===== src/rtl/dmem_store_ctrl_if.sv =====
// dmem_store_ctrl_if
// Bundles the store-request side (from the control unit) and the data-memory
// write side of the store sequencer into one interface.
//
// Signals:
//   store_req   - store request, level-sampled every rising edge
//   AR_out      - store address from the address register
//   MDR_out     - store data from the MDR (only the low MEM_W bits are used)
//   dmem_addr   - registered memory address
//   dmem_wdata  - registered memory write data
//   dmem_write  - registered write strobe, active high
//   busy        - sequencer is not idle
//   store_done  - one-cycle pulse when a write completes
//   pend_full   - the one-deep pending slot holds a request
//   overflow    - sticky, a request was dropped
//
// Modports:
//   master - the requesting side (control unit / testbench)
//   slave  - the store sequencer itself
interface dmem_store_ctrl_if #(
    parameter int ADDR_W = 16,
    parameter int DATA_W = 16,
    parameter int MEM_W  = 8
);
    logic              store_req;
    logic [ADDR_W-1:0] AR_out;
    logic [DATA_W-1:0] MDR_out;
    logic [ADDR_W-1:0] dmem_addr;
    logic [MEM_W-1:0]  dmem_wdata;
    logic              dmem_write;
    logic              busy;
    logic              store_done;
    logic              pend_full;
    logic              overflow;

    modport master (
        output store_req, AR_out, MDR_out,
        input  dmem_addr, dmem_wdata, dmem_write, busy, store_done, pend_full, overflow
    );

    modport slave (
        input  store_req, AR_out, MDR_out,
        output dmem_addr, dmem_wdata, dmem_write, busy, store_done, pend_full, overflow
    );
endinterface


===== src/rtl/dmem_store_ctrl.sv =====
// dmem_store_ctrl
// Data-memory store sequencer. A store request captures the address and the
// low byte of the MDR, then drives one byte write to the data memory with a
// setup / strobe / hold sequence. The strobe lasts WAIT_CYCLES+1 cycles
// (WAIT_CYCLES must lie in 0..15). A one-deep pending slot absorbs a request that
// arrives mid-write; a request arriving with the slot already full is
// dropped and flagged in the sticky overflow bit.
//
// Ports:
//   clk    - clock, rising edge
//   rst_n  - asynchronous active-low reset
//   bus    - dmem_store_ctrl_if slave modport (request inputs, memory
//            outputs and status flags)
module dmem_store_ctrl #(
    parameter int ADDR_W      = 16,
    parameter int DATA_W      = 16,
    parameter int MEM_W       = 8,
    parameter int WAIT_CYCLES = 1
) (
    input  logic                clk,
    input  logic                rst_n,
    dmem_store_ctrl_if.slave    bus
);

    typedef enum logic [2:0] {
        IDLE,
        SETUP,
        WRITE,
        HOLD,
        DONE
    } state_t;

    localparam logic [3:0] WAIT_INIT = 4'(WAIT_CYCLES);

    state_t            state;
    logic [3:0]        wait_cnt;
    logic [ADDR_W-1:0] pend_addr;
    logic [MEM_W-1:0]  pend_data;

    // Sequencer, pending slot and all outputs live in one registered block so
    // that every output is a flop and reset clears everything at once,
    // including dropping the strobe asynchronously in the middle of a write.
    always_ff @(posedge clk or negedge rst_n) begin
        if (!rst_n) begin
            state          <= IDLE;
            wait_cnt       <= '0;
            pend_addr      <= '0;
            pend_data      <= '0;
            bus.dmem_addr  <= '0;
            bus.dmem_wdata <= '0;
            bus.dmem_write <= 1'b0;
            bus.busy       <= 1'b0;
            bus.store_done <= 1'b0;
            bus.pend_full  <= 1'b0;
            bus.overflow   <= 1'b0;
        end else begin
            case (state)
                IDLE: begin
                    if (bus.store_req) begin
                        bus.dmem_addr  <= bus.AR_out;
                        bus.dmem_wdata <= bus.MDR_out[MEM_W-1:0];
                        bus.busy       <= 1'b1;
                        state          <= SETUP;
                    end
                end

                SETUP: begin
                    wait_cnt       <= WAIT_INIT;
                    bus.dmem_write <= 1'b1;
                    state          <= WRITE;
                end

                WRITE: begin
                    if (wait_cnt == 4'd0) begin
                        bus.dmem_write <= 1'b0;
                        state          <= HOLD;
                    end else begin
                        wait_cnt <= wait_cnt - 4'd1;
                    end
                end

                HOLD: begin
                    bus.store_done <= 1'b1;
                    state          <= DONE;
                end

                DONE: begin
                    bus.store_done <= 1'b0;
                    // The pending slot has priority over a request arriving
                    // now; that request refills the slot below instead.
                    if (bus.pend_full) begin
                        bus.dmem_addr  <= pend_addr;
                        bus.dmem_wdata <= pend_data;
                        state          <= SETUP;
                    end else if (bus.store_req) begin
                        bus.dmem_addr  <= bus.AR_out;
                        bus.dmem_wdata <= bus.MDR_out[MEM_W-1:0];
                        state          <= SETUP;
                    end else begin
                        bus.busy <= 1'b0;
                        state    <= IDLE;
                    end
                end

                default: begin
                    state <= IDLE;
                end
            endcase

            // Pending slot. In DONE a full slot is emptied on this edge, so a
            // simultaneous request can take its place without being lost.
            if (state == SETUP || state == WRITE || state == HOLD) begin
                if (bus.store_req) begin
                    if (!bus.pend_full) begin
                        pend_addr     <= bus.AR_out;
                        pend_data     <= bus.MDR_out[MEM_W-1:0];
                        bus.pend_full <= 1'b1;
                    end else begin
                        bus.overflow <= 1'b1;
                    end
                end
            end else if (state == DONE && bus.pend_full) begin
                if (bus.store_req) begin
                    pend_addr <= bus.AR_out;
                    pend_data <= bus.MDR_out[MEM_W-1:0];
                end else begin
                    bus.pend_full <= 1'b0;
                end
            end
        end
    end

endmodule


===== src/flat_wrapper.sv =====
// flat-port wrapper written by rule: the top's interface ports become plain ports
module dmem_store_ctrl_flat 
#(
    parameter int ADDR_W      = 16,
    parameter int DATA_W      = 16,
    parameter int MEM_W       = 8,
    parameter int WAIT_CYCLES = 1
)
  (clk, rst_n, bus_store_req, bus_AR_out, bus_MDR_out, bus_dmem_addr, bus_dmem_wdata, bus_dmem_write, bus_busy, bus_store_done, bus_pend_full, bus_overflow);
  dmem_store_ctrl_if #(.ADDR_W(ADDR_W), .DATA_W(DATA_W), .MEM_W(MEM_W)) bus_i ();
  input  logic clk;
  input  logic rst_n;
  input wire logic [$bits(bus_i.store_req)-1:0] bus_store_req;
  input wire logic [$bits(bus_i.AR_out)-1:0] bus_AR_out;
  input wire logic [$bits(bus_i.MDR_out)-1:0] bus_MDR_out;
  output wire logic [$bits(bus_i.dmem_addr)-1:0] bus_dmem_addr;
  output wire logic [$bits(bus_i.dmem_wdata)-1:0] bus_dmem_wdata;
  output wire logic [$bits(bus_i.dmem_write)-1:0] bus_dmem_write;
  output wire logic [$bits(bus_i.busy)-1:0] bus_busy;
  output wire logic [$bits(bus_i.store_done)-1:0] bus_store_done;
  output wire logic [$bits(bus_i.pend_full)-1:0] bus_pend_full;
  output wire logic [$bits(bus_i.overflow)-1:0] bus_overflow;
  assign bus_i.store_req = bus_store_req;
  assign bus_i.AR_out = bus_AR_out;
  assign bus_i.MDR_out = bus_MDR_out;
  assign bus_dmem_addr = bus_i.dmem_addr;
  assign bus_dmem_wdata = bus_i.dmem_wdata;
  assign bus_dmem_write = bus_i.dmem_write;
  assign bus_busy = bus_i.busy;
  assign bus_store_done = bus_i.store_done;
  assign bus_pend_full = bus_i.pend_full;
  assign bus_overflow = bus_i.overflow;
  dmem_store_ctrl #(.ADDR_W(ADDR_W), .DATA_W(DATA_W), .MEM_W(MEM_W), .WAIT_CYCLES(WAIT_CYCLES)) u_core (.clk(clk), .rst_n(rst_n), .bus(bus_i));
endmodule

===== config.mk =====
export PLATFORM = sky130hd
export DESIGN_NAME = dmem_store_ctrl_flat
export DESIGN_NICKNAME = d
export VERILOG_FILES = /design/src/rtl/dmem_store_ctrl_if.sv /design/src/rtl/dmem_store_ctrl.sv /design/src/flat_wrapper.sv
export SDC_FILE = /design/constraint.sdc
export NUM_CORES = 1
export LEC_CHECK = 0
export CAP_MARGIN = 0
export CORE_MARGIN = 5
export CORE_UTILIZATION = 40
export DETAILED_ROUTE_END_ITERATION = 10
export GPL_TIMING_DRIVEN = 0
export PLACE_DENSITY = 0.73
export SETUP_SLACK_MARGIN = 0.4
export SYNTH_ARGS = -nofsm -noshare
export SYNTH_HDL_FRONTEND = slang
export SYNTH_SLANG_ARGS = --single-unit

===== constraint.sdc =====
create_clock -name clk -period 1.9 [get_ports clk]
set_input_delay 0.19 -clock clk [delete_from_list [all_inputs] [get_ports clk]]
set_output_delay 0.19 -clock clk [all_outputs]
set_load 0.01 [all_outputs]

==> results.md <==
- The flow ran to the end, and the final reports show no timing, DRC or antenna violations.
- The initial antenna violation count is 0.
- Setup total negative slack on the finished layout was measured at 0 ns.
- The total clock buffers created by CTS is 9.
- In this run the count of I/O pins placed on the die edge is 64.
- The clock sink total is 60.
- For this run the aggregate overflow at the end of global routing stands at 0.
- Summed over all cells, the static leakage comes to 1.57 nW.
- The number of logic stages on the critical path including buffering is 5.
- The number of cells after detailed placement is 347.
- The worst setup path is launched from a flop.
- Following the worst setup path forward leads to its endpoint at u_core.pend_addr[11]$_DFFE_PN0P_.
- Clock tree synthesis selected as its root buffer the cell sky130_fd_sc_hd__clkbuf_8.
- On the final layout, the worst clock skew is 0.00984 ns.
- The via count of the first global-routing pass was 1948.
- After detailed routing, the number of vias per cell comes to 4.98.
- The number of fill cells is 531.
- The max-slew violation count was 0.
- The synthesized design spends more area on one cell type than any other, namely sky130_fd_sc_hd__dfrtp_1.
- The worst IR drop on VDD is 0.000809 V.
- The proportion of register bits with asynchronous set or reset after synthesis is 100%.
- In this run the worst path has a maximum fanout of 5.
- In the finished design, the share of the clock period the worst path needs comes to 83.3%.
- The critical path data required time is 2.12 ns.
- The fmax is 632 MHz.
- In the routed design, unresolved DRC markers number 0.
- Counting every instance in the synthesized netlist gives 214.
- Global routing used 14.1% of the available tracks.
- The detailed-route via count is 1889.
- The critical path starts at u_core.state[1]$_DFFE_PN0P_.
- The arrival time of the worst setup path is 1.80 ns.
- After synthesis, the cell types taking the most area are sky130_fd_sc_hd__dfrtp_1, sky130_fd_sc_hd__mux2i_1, sky130_fd_sc_hd__mux2_2.
- The number of buffers inserted by port buffering is 55.
- For this run, the detailed router's first-pass iteration total came to 4.
- After clock tree synthesis, the clock-pin slew on the worst setup and hold paths is 0.07 ns.
- Setup repair after global routing could not meet its margin everywhere.
- In this run the number of H-tree levels came out at 3.
- The count of nets left with antenna violations after detail routing is 0.
- The number of enable flip-flop cells after synthesis is 0.
- The maximum buffer depth of the clock tree is 2.
- The tool flagged a number of max-cap violations equal to 0.
- The number of nets at the end of the flow is 334.
- When the netlist entered floorplanning its net count stood at 251.
- The critical path capture point type is a flop.
- Summing the sequential cell areas from Yosys gives 56.8% of the chip area.
- The floorplan die height is 91.3 um.
- The most used flip-flop cell after synthesis is sky130_fd_sc_hd__dfrtp_1.
- For flop-to-flop paths, the worst setup slack is 0.32 ns.
- TritonCTS built the clock tree.
- During synthesis, Yosys emitted a total of 0 warnings.
- The slowest stage of the critical path is the sky130_fd_sc_hd__dfrtp_2 cell.
- The total power density per cell area is 1650 nW/um2.
- In this run the critical register-to-register path is captured at u_core.pend_addr[11]$_DFFE_PN0P_.
- The worst-case reg-to-reg path depth is 5.
- The area of the mapped netlist is 2640 um2.
- Setup violations remaining at the end of the flow were counted as 0.
- The family of cells with the greatest summed delay on the critical path is flip-flops.
- Once detailed placement completed, the half-perimeter wirelength came to 3.79 mm.
- The count of final hold-check violations came to 0.
- The average routed wire per standard cell is 15.0 um.
- In this run the core area contains 29 standard-cell rows.
- The number of flip-flops and latches in the synthesized netlist is 60.
- The average cell area after synthesis is 12.3 um2.
- The number of distinct library cell variants in the gate-level netlist after synthesis is 33.
- The core region is 6390 um2.
- At the pin with the least slew margin, the transition time is 0.772 ns.
- The area growth from synthesis to layout is 40.6%.
- In this run the critical register-to-register path is launched from u_core.state[1]$_DFFE_PN0P_.
- The critical path goes through and4bb_4, a22oi_4, buf_12, buf_4, mux2_2.
- The congestion estimate from routability-driven global placement came to 0.725.
- The repair_antennas step left the layout with diodes totalling 0.
- The setup path with the least slack is of type reg -> reg.
- The x dimension of the die is 91.3 um.
- Once the floorplan was initialized, standard cells occupied 41.4% of the core.
- In this run, the number of DRC markers left after iteration 0 of detailed routing was 61.
- The biggest cell delay along the critical path is 0.43 ns.
- The later pin in the worst-skew pair is clocked with a latency of 0.34 ns.
- Entering global routing, the biggest net connects 35 pins.
- Summed over its instances, the top area cell type makes up 56.8% of the synthesized netlist area.
- The floorplan die area is 8330 um2.
- The worst hold-check path type is in -> reg.
- For this block, the routed nets add up to 5.67 mm of wire.
- The time the final worst path needs with I/O delays and setup is 1.58 ns.
- The first global-routing pass estimated 9.41 mm of wire.
- Counting both buffers and inverters, the worst setup path holds a total of 2.
- The post-route netlist has 26.5% of its cells at a drive strength greater than 1.
- Leaving out filler cells and counting taps, the final layout contains 379.
- In this run the tightest slew margin relative to its limit is 48.6%.
## worst min path at each step
| stage | startpoint | end | slack, ns | cells past startpoint |
|---|---|---|---|---|
| floorplan | rst_n | u_core.bus.busy$_DFFE_PN0P_ | -0.11 | 0 |
| CTS | bus_store_req | u_core.bus.pend_full$_DFFE_PN0P_ | 0.41 | 2 |
| global route | bus_store_req | u_core.bus.pend_full$_DFFE_PN0P_ | 0.43 | 2 |
| finish | bus_store_req | u_core.bus.pend_full$_DFFE_PN0P_ | 0.43 | 2 |
| detailed placement | rst_n | u_core.bus.dmem_addr[11]$_DFFE_PN0P_ | 0.31 | 1 |
| global placement | u_core.pend_data[3]$_DFFE_PN0P_ | u_core.bus.dmem_wdata[3]$_DFFE_PN0P_ | 0.45 | 2 |
## synth_stat cells (2+ instances only)
cell,number
sky130_fd_sc_hd__nor2b_1,2
sky130_fd_sc_hd__ha_1,2
sky130_fd_sc_hd__clkbuf_1,5
sky130_fd_sc_hd__nand4_1,2
sky130_fd_sc_hd__nor2_1,3
sky130_fd_sc_hd__buf_2,2
sky130_fd_sc_hd__mux2i_1,27
sky130_fd_sc_hd__dfrtp_1,60
sky130_fd_sc_hd__a21oi_1,2
sky130_fd_sc_hd__buf_6,4
sky130_fd_sc_hd__inv_1,3
sky130_fd_sc_hd__mux2_2,24
sky130_fd_sc_hd__o21ai_0,26
sky130_fd_sc_hd__o22a_1,2
sky130_fd_sc_hd__or3b_2,2
sky130_fd_sc_hd__nor3_1,2
sky130_fd_sc_hd__nand2_1,29
sky130_fd_sc_hd__buf_4,2
## repair_timing
| item | in CTS | in global routing |
|---|---|---|
| hold endpoints to repair | 33 | 0 |
| pin swaps | 2 | 3 |
| setup endpoints to repair | 43 | 51 |
| gates cloned | 0 | 2 |
| resized for setup | 10 | 13 |
| buffers inserted | 8 | 5 |
| hold buffers | 1 | 0 |
## cells in the final DEF (no fill, tap or decap), types with 2 or more instances in the layout
master,count
sky130_fd_sc_hd__buf_4,13
sky130_fd_sc_hd__nand4_1,2
sky130_fd_sc_hd__o22a_1,2
sky130_fd_sc_hd__nor2b_1,2
sky130_fd_sc_hd__clkbuf_1,2
sky130_fd_sc_hd__dfrtp_2,2
sky130_fd_sc_hd__clkdlybuf4s50_1,53
sky130_fd_sc_hd__clkbuf_8,9
sky130_fd_sc_hd__buf_6,6
sky130_fd_sc_hd__inv_2,2
sky130_fd_sc_hd__clkinv_2,3
sky130_fd_sc_hd__nand2_1,29
sky130_fd_sc_hd__clkbuf_4,2
sky130_fd_sc_hd__mux2_4,2
sky130_fd_sc_hd__buf_12,2
sky130_fd_sc_hd__nor3_1,2
sky130_fd_sc_hd__nor2_1,3
sky130_fd_sc_hd__mux2_2,23
sky130_fd_sc_hd__o21ai_0,26
sky130_fd_sc_hd__mux2i_1,27
sky130_fd_sc_hd__buf_2,2
sky130_fd_sc_hd__clkinvlp_4,3
sky130_fd_sc_hd__a21oi_1,2
sky130_fd_sc_hd__dfrtp_1,58
## power breakdown
| part | internal [W] | leakage, nW | switching (W) |
|---|---|---|---|
| clock network | 0.000597 | 0.0910 | 0.000509 |
| registers | 0.00192 | 0.708 | 0.000346 |
| logic | 0.00162 | 0.766 | 0.00112 |
## cells by family (layout without fill, tap and decap cells)
| group | Yosys count | count (layout) | share of synthesized area, % |
|---|---|---|---|
| flip-flops | 60 | 60 | 56.8 |
| multiplexers | 52 | 52 | 20.9 |
| AND/OR/NAND/NOR | 46 | 46 | 8.43 |
| AO/OA/AOI/OAI | 37 | 37 | 8.81 |
| buffers and inverters | 16 | 104 | 3.79 |
| adder cells (fa/ha/maj) | 2 | 2 | 0.947 |
| XOR/XNOR | 1 | 1 | 0.331 |
## registers in the layout (all words and copies together), names as in the netlist
signal	cells
u_core.bus.pend_full	1
u_core.bus.busy	1
u_core.bus.dmem_wdata	8
u_core.state	3
u_core.pend_addr	16
u_core.pend_data	8
u_core.bus.dmem_write	1
u_core.bus.store_done	1
u_core.bus.dmem_addr	16
u_core.bus.overflow	1
u_core.wait_cnt	4
## worst reg2reg max path, delay by kind of cell (launching register included)
kind / cells / cell delay [ns]
buf+inv: 2 / 0.30
flops: 1 / 0.43
mux: 1 / 0.27
simple gates: 1 / 0.38
compound gates: 1 / 0.09
## final cells by class
cell class              instances  area [um2]  area share [%]
multi-input cells             138        1080            29.1
repair buffers                 72         724            19.5
clock buffers                   9         124            3.33
clock inverters                 7        67.6            1.82
inverters                       3        11.3           0.303
flip-flops and latches         60        1500            40.5
well taps                      77        96.3            2.59
plain buffers                  13         106            2.86
## per-layer routing
| layer | share of wire, % | GRT usage (%) | wire (um) | vias to the layer above |
|---|---|---|---|---|
| met2 | 48 | 21.7 | 2700 | 43 |
| met5 | 0 | 0 | 0 | - |
| met1 | 46 | 18.4 | 2600 | 915 |
| met3 | 4.8 | 3.97 | 272 | 11 |
| li1 | - | - | - | 920 |
| met4 | 1.6 | 6.97 | 92 | 0 |
## per-stage QoR
step           total power (W)  utilization (%)  hold slack [ns]  worst slack, ns  area, um2
2_1_floorplan          0.00369                -           -0.106            0.369       2650
3_3_place_gp           0.00461             51.6            0.449            -1.46       3300
3_5_place_dp           0.00470             51.9            0.307          -0.0508       3310
4_1_cts                0.00596             56.3            0.411            0.334       3590
5_1_grt                0.00654             58.2            0.432            0.280       3720
6_report               0.00612             58.2            0.429            0.317       3720
Note: power is estimated with default switching activity, not from simulation.
